===== config.mk =====
export PLATFORM = sky130hd
export DESIGN_NAME = ref_fetch_addr_gen
export DESIGN_NICKNAME = d
export VERILOG_FILES = /design/src/rtl/ref_fetch_addr_gen_pkg.sv /design/src/rtl/ref_fetch_addr_gen_window_calc.sv /design/src/rtl/ref_fetch_addr_gen.sv
export SDC_FILE = /design/constraint.sdc
export NUM_CORES = 1
export LEC_CHECK = 0
export CAP_MARGIN = 40
export CORE_AREA = 5 5 91 102
export DETAILED_ROUTE_END_ITERATION = 10
export DIE_AREA = 0 0 96 107
export DONT_BUFFER_PORTS = 1
export PLACE_DENSITY_LB_ADDON = 0.12
export SYNTH_ARGS = -nofsm -noshare
export SYNTH_HDL_FRONTEND = slang
export SYNTH_HIERARCHICAL = 1
export SYNTH_SLANG_ARGS = --single-unit

===== constraint.sdc =====
create_clock -name CLK -period 4.6 [get_ports CLK]
set_clock_uncertainty 0.1 [all_clocks]
set_input_delay 0.23 -clock CLK [delete_from_list [all_inputs] [get_ports CLK]]
set_output_delay 0.23 -clock CLK [all_outputs]
set_load 0.02 [all_outputs]

===== src/rtl/ref_fetch_addr_gen_pkg.sv =====
// Shared types and constants for the reference-fetch address generator.
package ref_fetch_addr_gen_pkg;

    localparam int COORD_W      = 16;
    localparam int BLK_SIZE_DEF = 4;
    localparam int TAPS_DEF     = 8;

    typedef enum logic [1:0] {
        ST_IDLE  = 2'd0,
        ST_ISSUE = 2'd1,
        ST_DONE  = 2'd2
    } fetch_state_t;

    function automatic logic [COORD_W-1:0] sext15(input logic [14:0] v);
        return {{(COORD_W-15){v[14]}}, v};
    endfunction

endpackage


===== src/rtl/ref_fetch_addr_gen_window_calc.sv =====
// Combinational reference window: top-left corner, row length and row count.
module ref_window_calc
    import ref_fetch_addr_gen_pkg::*;
#(
    parameter int BLK_SIZE = BLK_SIZE_DEF,
    parameter int TAPS     = TAPS_DEF
) (
    input  logic [7:0]         i_blk_x,
    input  logic [7:0]         i_blk_y,
    input  logic [14:0]        i_mv_x_int,
    input  logic [14:0]        i_mv_y_int,
    input  logic               i_interp_x,
    input  logic               i_interp_y,
    output logic [COORD_W-1:0] o_base_x,
    output logic [COORD_W-1:0] o_base_y,
    output logic [3:0]         o_len,
    output logic [3:0]         o_nrows
);

    localparam logic [COORD_W-1:0] MARGIN   = COORD_W'(TAPS/2 - 1);
    localparam logic [3:0]         SPAN_NOF = 4'(BLK_SIZE);
    localparam logic [3:0]         SPAN_FLT = 4'(BLK_SIZE + TAPS - 1);

    logic [COORD_W-1:0] w_margin_x, w_margin_y;

    assign w_margin_x = i_interp_x ? MARGIN : '0;
    assign w_margin_y = i_interp_y ? MARGIN : '0;

    // Modulo-2^16 arithmetic; out-of-range windows simply wrap.
    assign o_base_x = {{(COORD_W-8){1'b0}}, i_blk_x} + sext15(i_mv_x_int) - w_margin_x;
    assign o_base_y = {{(COORD_W-8){1'b0}}, i_blk_y} + sext15(i_mv_y_int) - w_margin_y;
    assign o_len    = i_interp_x ? SPAN_FLT : SPAN_NOF;
    assign o_nrows  = i_interp_y ? SPAN_FLT : SPAN_NOF;

endmodule


===== src/rtl/ref_fetch_addr_gen.sv =====
// Turns one motion vector into a burst of row-read requests covering the
// filter support window of a sub-block.
module ref_fetch_addr_gen
    import ref_fetch_addr_gen_pkg::*;
#(
    parameter int BLK_SIZE = BLK_SIZE_DEF,
    parameter int TAPS     = TAPS_DEF
) (
    input  logic                CLK,
    input  logic                RST,
    input  logic                MV_VALID,
    output logic                MV_READY,
    input  logic [14:0]         MV_X_INT,
    input  logic [14:0]         MV_Y_INT,
    input  logic [3:0]          MV_X_FRAC,
    input  logic [3:0]          MV_Y_FRAC,
    input  logic                INTERP_X,
    input  logic                INTERP_Y,
    input  logic [7:0]          BLK_X,
    input  logic [7:0]          BLK_Y,
    output logic                RD_VALID,
    input  logic                RD_READY,
    output logic [COORD_W-1:0]  RD_X,
    output logic [COORD_W-1:0]  RD_Y,
    output logic [3:0]          RD_LEN,
    output logic [3:0]          FILT_X_FRAC,
    output logic [3:0]          FILT_Y_FRAC,
    output logic                FETCH_DONE
);

    fetch_state_t       r_state, w_state_nxt;
    logic [COORD_W-1:0] r_base_x, r_base_y;
    logic [3:0]         r_len, r_nrows, r_row;
    logic [3:0]         r_fx, r_fy;

    logic [COORD_W-1:0] w_base_x, w_base_y;
    logic [3:0]         w_len, w_nrows;
    logic               w_capture, w_row_acc;

    ref_window_calc #(
        .BLK_SIZE (BLK_SIZE),
        .TAPS     (TAPS)
    ) u_window (
        .i_blk_x    (BLK_X),
        .i_blk_y    (BLK_Y),
        .i_mv_x_int (MV_X_INT),
        .i_mv_y_int (MV_Y_INT),
        .i_interp_x (INTERP_X),
        .i_interp_y (INTERP_Y),
        .o_base_x   (w_base_x),
        .o_base_y   (w_base_y),
        .o_len      (w_len),
        .o_nrows    (w_nrows)
    );

    always_comb begin
        w_state_nxt = r_state;
        MV_READY    = 1'b0;
        RD_VALID    = 1'b0;
        FETCH_DONE  = 1'b0;
        w_capture   = 1'b0;
        w_row_acc   = 1'b0;
        case (r_state)
            ST_IDLE: begin
                MV_READY = 1'b1;
                if (MV_VALID) begin
                    w_capture   = 1'b1;
                    w_state_nxt = ST_ISSUE;
                end
            end
            ST_ISSUE: begin
                RD_VALID = 1'b1;
                if (RD_READY) begin
                    w_row_acc = 1'b1;
                    if (r_row == r_nrows - 4'd1)
                        w_state_nxt = ST_DONE;
                end
            end
            ST_DONE: begin
                FETCH_DONE  = 1'b1;
                w_state_nxt = ST_IDLE;
            end
            default: w_state_nxt = ST_IDLE;
        endcase
    end

    always_ff @(posedge CLK) begin
        if (RST) begin
            r_state  <= ST_IDLE;
            r_base_x <= '0;
            r_base_y <= '0;
            r_len    <= '0;
            r_nrows  <= '0;
            r_row    <= '0;
            r_fx     <= '0;
            r_fy     <= '0;
        end else begin
            r_state <= w_state_nxt;
            if (w_capture) begin
                r_base_x <= w_base_x;
                r_base_y <= w_base_y;
                r_len    <= w_len;
                r_nrows  <= w_nrows;
                r_row    <= '0;
                r_fx     <= MV_X_FRAC;
                r_fy     <= MV_Y_FRAC;
            end else if (w_row_acc) begin
                r_row <= r_row + 4'd1;
            end
        end
    end

    // Address only advances on handshake, so it is stable across stalls.
    assign RD_X        = r_base_x;
    assign RD_Y        = r_base_y + {{(COORD_W-4){1'b0}}, r_row};
    assign RD_LEN      = r_len;
    assign FILT_X_FRAC = r_fx;
    assign FILT_Y_FRAC = r_fy;

endmodule


# [Word level (Yosys, flattened, before mapping)]
# Cells that the tools add are included.
[totals] reg_bits=54 inputBits=60 output_inout_bits=47 wordCells=39
[classes] addsub=7 n_eq_ne=6 mux=15 reduce_logical=3
[op_table] op="$add A9 B15 Y16" n=2
[op_table] op="$sub A16 B16 Y16" n=2
[op_table] op="$add A16 B4 Y16" n=1
[op_table] op="$mux W2" n=5
[op_table] op="$mux W4" n=2
[op_table] op="$mux W1" n=7
[op_table] op="$ne A2 B2 Y1 const B" n=3
[op_table] op="$add A4 B1 Y4 const B" n=1
[op_table] op="$eq A4 B4 Y1" n=1
[op_table] op="$pmux W2 S2" n=1
[op_table] op="$sub A4 B1 Y4 const B" n=1
[op_table] op="$reduce_and A3 Y1" n=1
[op_table] op="$eq A2 B1 Y1 const B" n=1
[op_table] op="$eq A2 B2 Y1 const B" n=1
[op_table] op="$logic_not A2 Y1" n=1
[op_table] op="$reduce_or A2 Y1" n=1

# [Depth between registers and ports, before layout]
[depth] depth_word=5 depth_mapped=13

# [Cells and area by module]
# The synthesis kept the hierarchy.
[modules_own_cells] module="ref_fetch_addr_gen" instances=1 cells_per_inst=196 area_each_um2=2203.4
[modules_own_cells] module="ref_window_calc" instances=1 cells_per_inst=293 area_each_um2=1971.9

# [Worst setup path after synthesis]
# OpenSTA, ideal clock, no wires.
[synth_timing] path_type="input-to-reg" from="input BLK_Y[1]" to="register r_base_y[12]" arrival_ns=2.436 required_time_ns=4.441 setup_slack_ns=2.005 cell_stages=10 path_buffers=0 path_cell_list="inv_1 > fa_1 > fa_1 > nor2b_2 > o21ai_2 > a21oi_4 > a2111oi_2 > or4_1 > o2111ai_1 > a22o_1"
[synth_between] elab_chain_cells=2
[synth_lines] item="start: declaration" line_no="ref_fetch_addr_gen.sv:20" text="input logic [7:0] BLK_Y,"
[synth_lines] item="$add A9 B15 Y16" line_no="ref_fetch_addr_gen_window_calc.sv:31" text="assign o_base_y = {{(COORD_W-8){1'b0}}, i_blk_y} + sext15(i_mv_y_int) - w_margin_y;"
[synth_lines] item="$sub A16 B16 Y16" line_no="ref_fetch_addr_gen_window_calc.sv:31"
[synth_lines] item="via w_base_y[12]" line_no="ref_fetch_addr_gen.sv:36" text="logic [COORD_W-1:0] w_base_x, w_base_y;"
[synth_lines] item="end signal: assignment" line_no="ref_fetch_addr_gen.sv:101" text="r_base_y <= w_base_y;"
[synth_lines] item="end: declaration" line_no="ref_fetch_addr_gen.sv:32" text="logic [COORD_W-1:0] r_base_x, r_base_y;"
# The timed path passes the listed nets, and every way through them passes these cells.
# A chain may end at the register's enable or synchronous reset.

# [Worst setup path after layout]
[layout_timing] from="register r_row[0]" to="output RD_Y[12]"
[layout_between] elab_chain_cells=1
[layout_lines] item="start: declaration" line_no="ref_fetch_addr_gen.sv:33" text="logic [3:0] r_len, r_nrows, r_row;"
[layout_lines] item="start signal: assignment" line_no="ref_fetch_addr_gen.sv:108" text="r_row <= r_row + 4'd1;"
[layout_lines] item="$add A16 B4 Y16" line_no="ref_fetch_addr_gen.sv:115" text="assign RD_Y = r_base_y + {{(COORD_W-4){1'b0}}, r_row};"
[layout_lines] item="end: declaration" line_no="ref_fetch_addr_gen.sv:24" text="output logic [COORD_W-1:0] RD_Y,"
# Every way passes these cells.

==> flow_summary.json <==
{
  "hold_end": "r_state[1]$_SDFFE_PP0P_",
  "postRouteAntennaNets": 0,
  "path_cells": "ha_1 > inv_1 > fa_1 > nor2b_1 > o31a_2 > nand3_1 > xnor2_1",
  "via_per_inst": 5.39,
  "rsz0062_at_grt": "no",
  "portBuffers": 0,
  "r2r_end": "FILT_X_FRAC[3]$_SDFFE_PP0P_",
  "dieHeight_um": 107,
  "leakage_nw": 2.13,
  "finalSetupViolations": 0,
  "path_clk_slew_ns": 0.10,
  "cp.arrival_ns": 2.35,
  "antenna_found_initial": 0,
  "synth.avg_cell_area_um2": 8.54,
  "vdd_drop_max_uv": 123,
  "initial_core_util": 0.513,
  "insertion_delay_ns": 0.31,
  "rr_worst_depth": 5,
  "drive_above_1_share": 0.0490,
  "worstReg2RegStart": "r_state[1]$_SDFFE_PP0P_",
  "post-route-min-period_ns": 2.68,
  "whs_path_depth": 2,
  "clock_sinks": 54,
  "place.gp.congestion": 0.811,
  "num_vias": 3237,
  "async_flop_share": 0,
  "r2r_setup_slack_ns": 2.87,
  "fp.dieArea_um2": 10300,
  "die_w_um": 96,
  "drt_wl_total_mm": 8.77,
  "dp_hpwl_mm": 6.86,
  "finalCritPeriodShare": 0.583,
  "cap_viol_max_count": 0,
  "worst_pin_slew_ns": 0.535,
  "crit_buf_inv": 1,
  "numCtsBuffers": 5,
  "clk_root_buffer_cell": "clkbuf_8",
  "rows": 35,
  "cp_top_family": "adder cells",
  "syn2layout_area_growth_pct": 5.93,
  "syn-num-nets": 604,
  "wl_per_cell_um": 14.6,
  "relSlewSlack": 0.644,
  "slowest_delay_ns": 0.46,
  "dr.pass1.iters": 4,
  "drc_errors": 0,
  "grt_pass1_wl_mm": 14.4,
  "cts_tree": "yes",
  "grt_pass1_vias": 3156,
  "cp.required_ns": 4.27,
  "clockBufferDepth": 2,
  "fmax_ghz": 0.373,
  "core_area_um2": 8150,
  "crit_fanout": 6,
  "drt-initial-drc-count": 115,
  "slew_viol_final": 0,
  "ys_seq_area_frac": 0.259,
  "grt_usage": 0.173,
  "antenna_cells": 0,
  "ios": 107,
  "setup.worst_path.end_class": "output port",
  "final_area_um2": 4420,
  "p_per_area_nw_per_um2": 303,
  "grt_overflow": 0,
  "slowest_stage": "dfxtp_1",
  "hold_viol_final": 0,
  "holdCritPathClass": "input port to flip-flop",
  "status": "finished clean",
  "final_nets": 604,
  "min_from": "RST",
  "grt_max_degree": 49,
  "synthFlopType": "dfxtp_1",
  "start_kind": "flip-flop",
  "synthCells": 489,
  "place_area_um2": 4200,
  "ys_ff_latch": 54,
  "synth_edf_count": 0,
  "synth_warnings": 6,
  "cts_resized": 0,
  "netlist_area_um2": 4180,
  "fin_setup_tns_ns": 0,
  "ys_types": 53,
  "cts_setup_buffers": 0,
  "htree_levels": 2,
  "path_class": "flip-flop to output port"
}
-- worst register-to-register path, delay by kind of cell (launching register included) --
family / cells / cell delay, ns
simple gates: 3 / 0.80
buf+inv: 1 / 0.25
flops: 1 / 0.36
compound gates: 1 / 0.17
-- sequential cells by signal, indices dropped and copies added, names as in the netlist --
signal	cells
RD_LEN	4
FILT_X_FRAC	4
RD_X	16
FILT_Y_FRAC	4
r_row	4
r_nrows	4
r_base_y	16
r_state	2
-- Yosys cell counts (all sizes together), types with 2 or more instances --
library cell  count  area, um^2
clkbuf            3        11.3
xor2             15         131
inv              95         357
fa                5         100
o211ai            2        20.0
dfxtp            54        1080
nand2b            6        37.5
and4              2        20.0
ha               50         626
a2111oi           2        30.0
nor3              3        15.0
nand4             6        37.5
a21oi            26         145
o21bai            5        37.5
a21o              9        67.6
o21ai            18        93.8
nor2             25         109
o31ai             2        15.0
o21a              4        30.0
a221o             2        20.0
a22o             48         420
xnor2            27         236
o2111ai           2        17.5
nand2            19        73.8
buf              18         143
nand3            11        55.1
nor2b             6        40.0
a211oi            7        52.6
and3              4        25.0
-- through the flow --
step / total power [mW] / hold slack [ns] / instances / setup WS, ns / util
floorplan: 0.978 / 0.245 / 489 / 2.01 / -
global placement: 1.04 / 0.253 / 580 / 1.82 / 0.513
detailed placement: 1.05 / 0.254 / 581 / 1.81 / 0.516
CTS: 1.35 / 0.00131 / 601 / 1.87 / 0.543
global route: 1.44 / 0.0134 / 601 / 1.72 / 0.543
finish: 1.34 / 0.0142 / 601 / 1.92 / 0.543
-- worst max-delay path by stage --
stage / start / end / slack [ns] / cells past startpoint
final: r_row[0]$_SDFFE_PP0P_ / RD_Y[12] / 1.92 / 7
after global routing: r_row[0]$_SDFFE_PP0P_ / RD_Y[12] / 1.72 / 7
after CTS: r_row[0]$_SDFFE_PP0P_ / RD_Y[12] / 1.87 / 7
after detailed placement: BLK_Y[1] / r_base_y[9]$_SDFFE_PP0P_ / 1.81 / 11
after global placement: BLK_Y[1] / r_base_y[12]$_SDFFE_PP0P_ / 1.82 / 10
after floorplan: BLK_Y[1] / r_base_y[12]$_SDFFE_PP0P_ / 2.01 / 10
-- routing by layer --
layer | vias up | wire (um) | GRT usage | part of all wire
met1 | 1489 | 3780 | 0.208 | 0.43
met3 | 7 | 511 | 0.0477 | 0.058
met4 | 0 | 87 | 0.0447 | 0.0099
met5 | - | 0 | 0 | 0
met2 | 71 | 4390 | 0.301 | 0.50
li1 | 1670 | - | - | -
-- cell usage in the layout (no fill, tap or decap), drive strengths merged, types with 2 or more instances in the layout --
cell         Yosys  routed
and3             4       4
a21oi           26      26
nand2b           6       6
a21o             9       9
fa               5       5
dfxtp           54      54
nand3           11      11
nand2           19      19
inv             95      95
buf             18       2
o2111ai          2       2
o21bai           5       5
o31ai            2       2
nand4            6       6
clkinv           0       2
o21ai           18      18
o21a             4       4
dlygate4sd3      0      12
clkbuf           3       6
o211ai           2       2
xor2            15      15
a221o            2       2
ha              50      50
xnor2           27      27
a2111oi          2       2
nor3             3       3
nor2            25      25
nor2b            6       6
a211oi           7       7
and4             2       2
a22o            48      48
-- cell families after synthesis --
| kind of cell | Yosys count | synth area share |
|---|---|---|
| flops | 54 | 0.259 |
| compound gates | 134 | 0.243 |
| fa+ha+maj | 55 | 0.174 |
| mux | 1 | 0.00240 |
| xor+xnor | 43 | 0.0935 |
| simple gates | 86 | 0.106 |
| buf+inv | 116 | 0.122 |
-- what timing repair did --
item                                   in CTS  in global routing
setup endpoints to repair                   0                  0
endpoints found under the hold margin      18                  0
hold buffers                               12                  0
-- power by group --
part | switching (mW) | internal (mW)
Clock | 0.163 | 0.124
Sequential | 0.0749 | 0.515
Combinational | 0.259 | 0.203
-- cell type report --
cell class / instances / area, um^2
clock buffers: 6 / 82.6
clock inverters: 2 / 17.5
fillers: 796 / 3720
inverters: 95 / 357
multi-input cells: 319 / 2590
flip-flops and latches: 54 / 1080
well taps: 111 / 139
repair buffers: 14 / 155
Power figures use the tool's default switching activity.
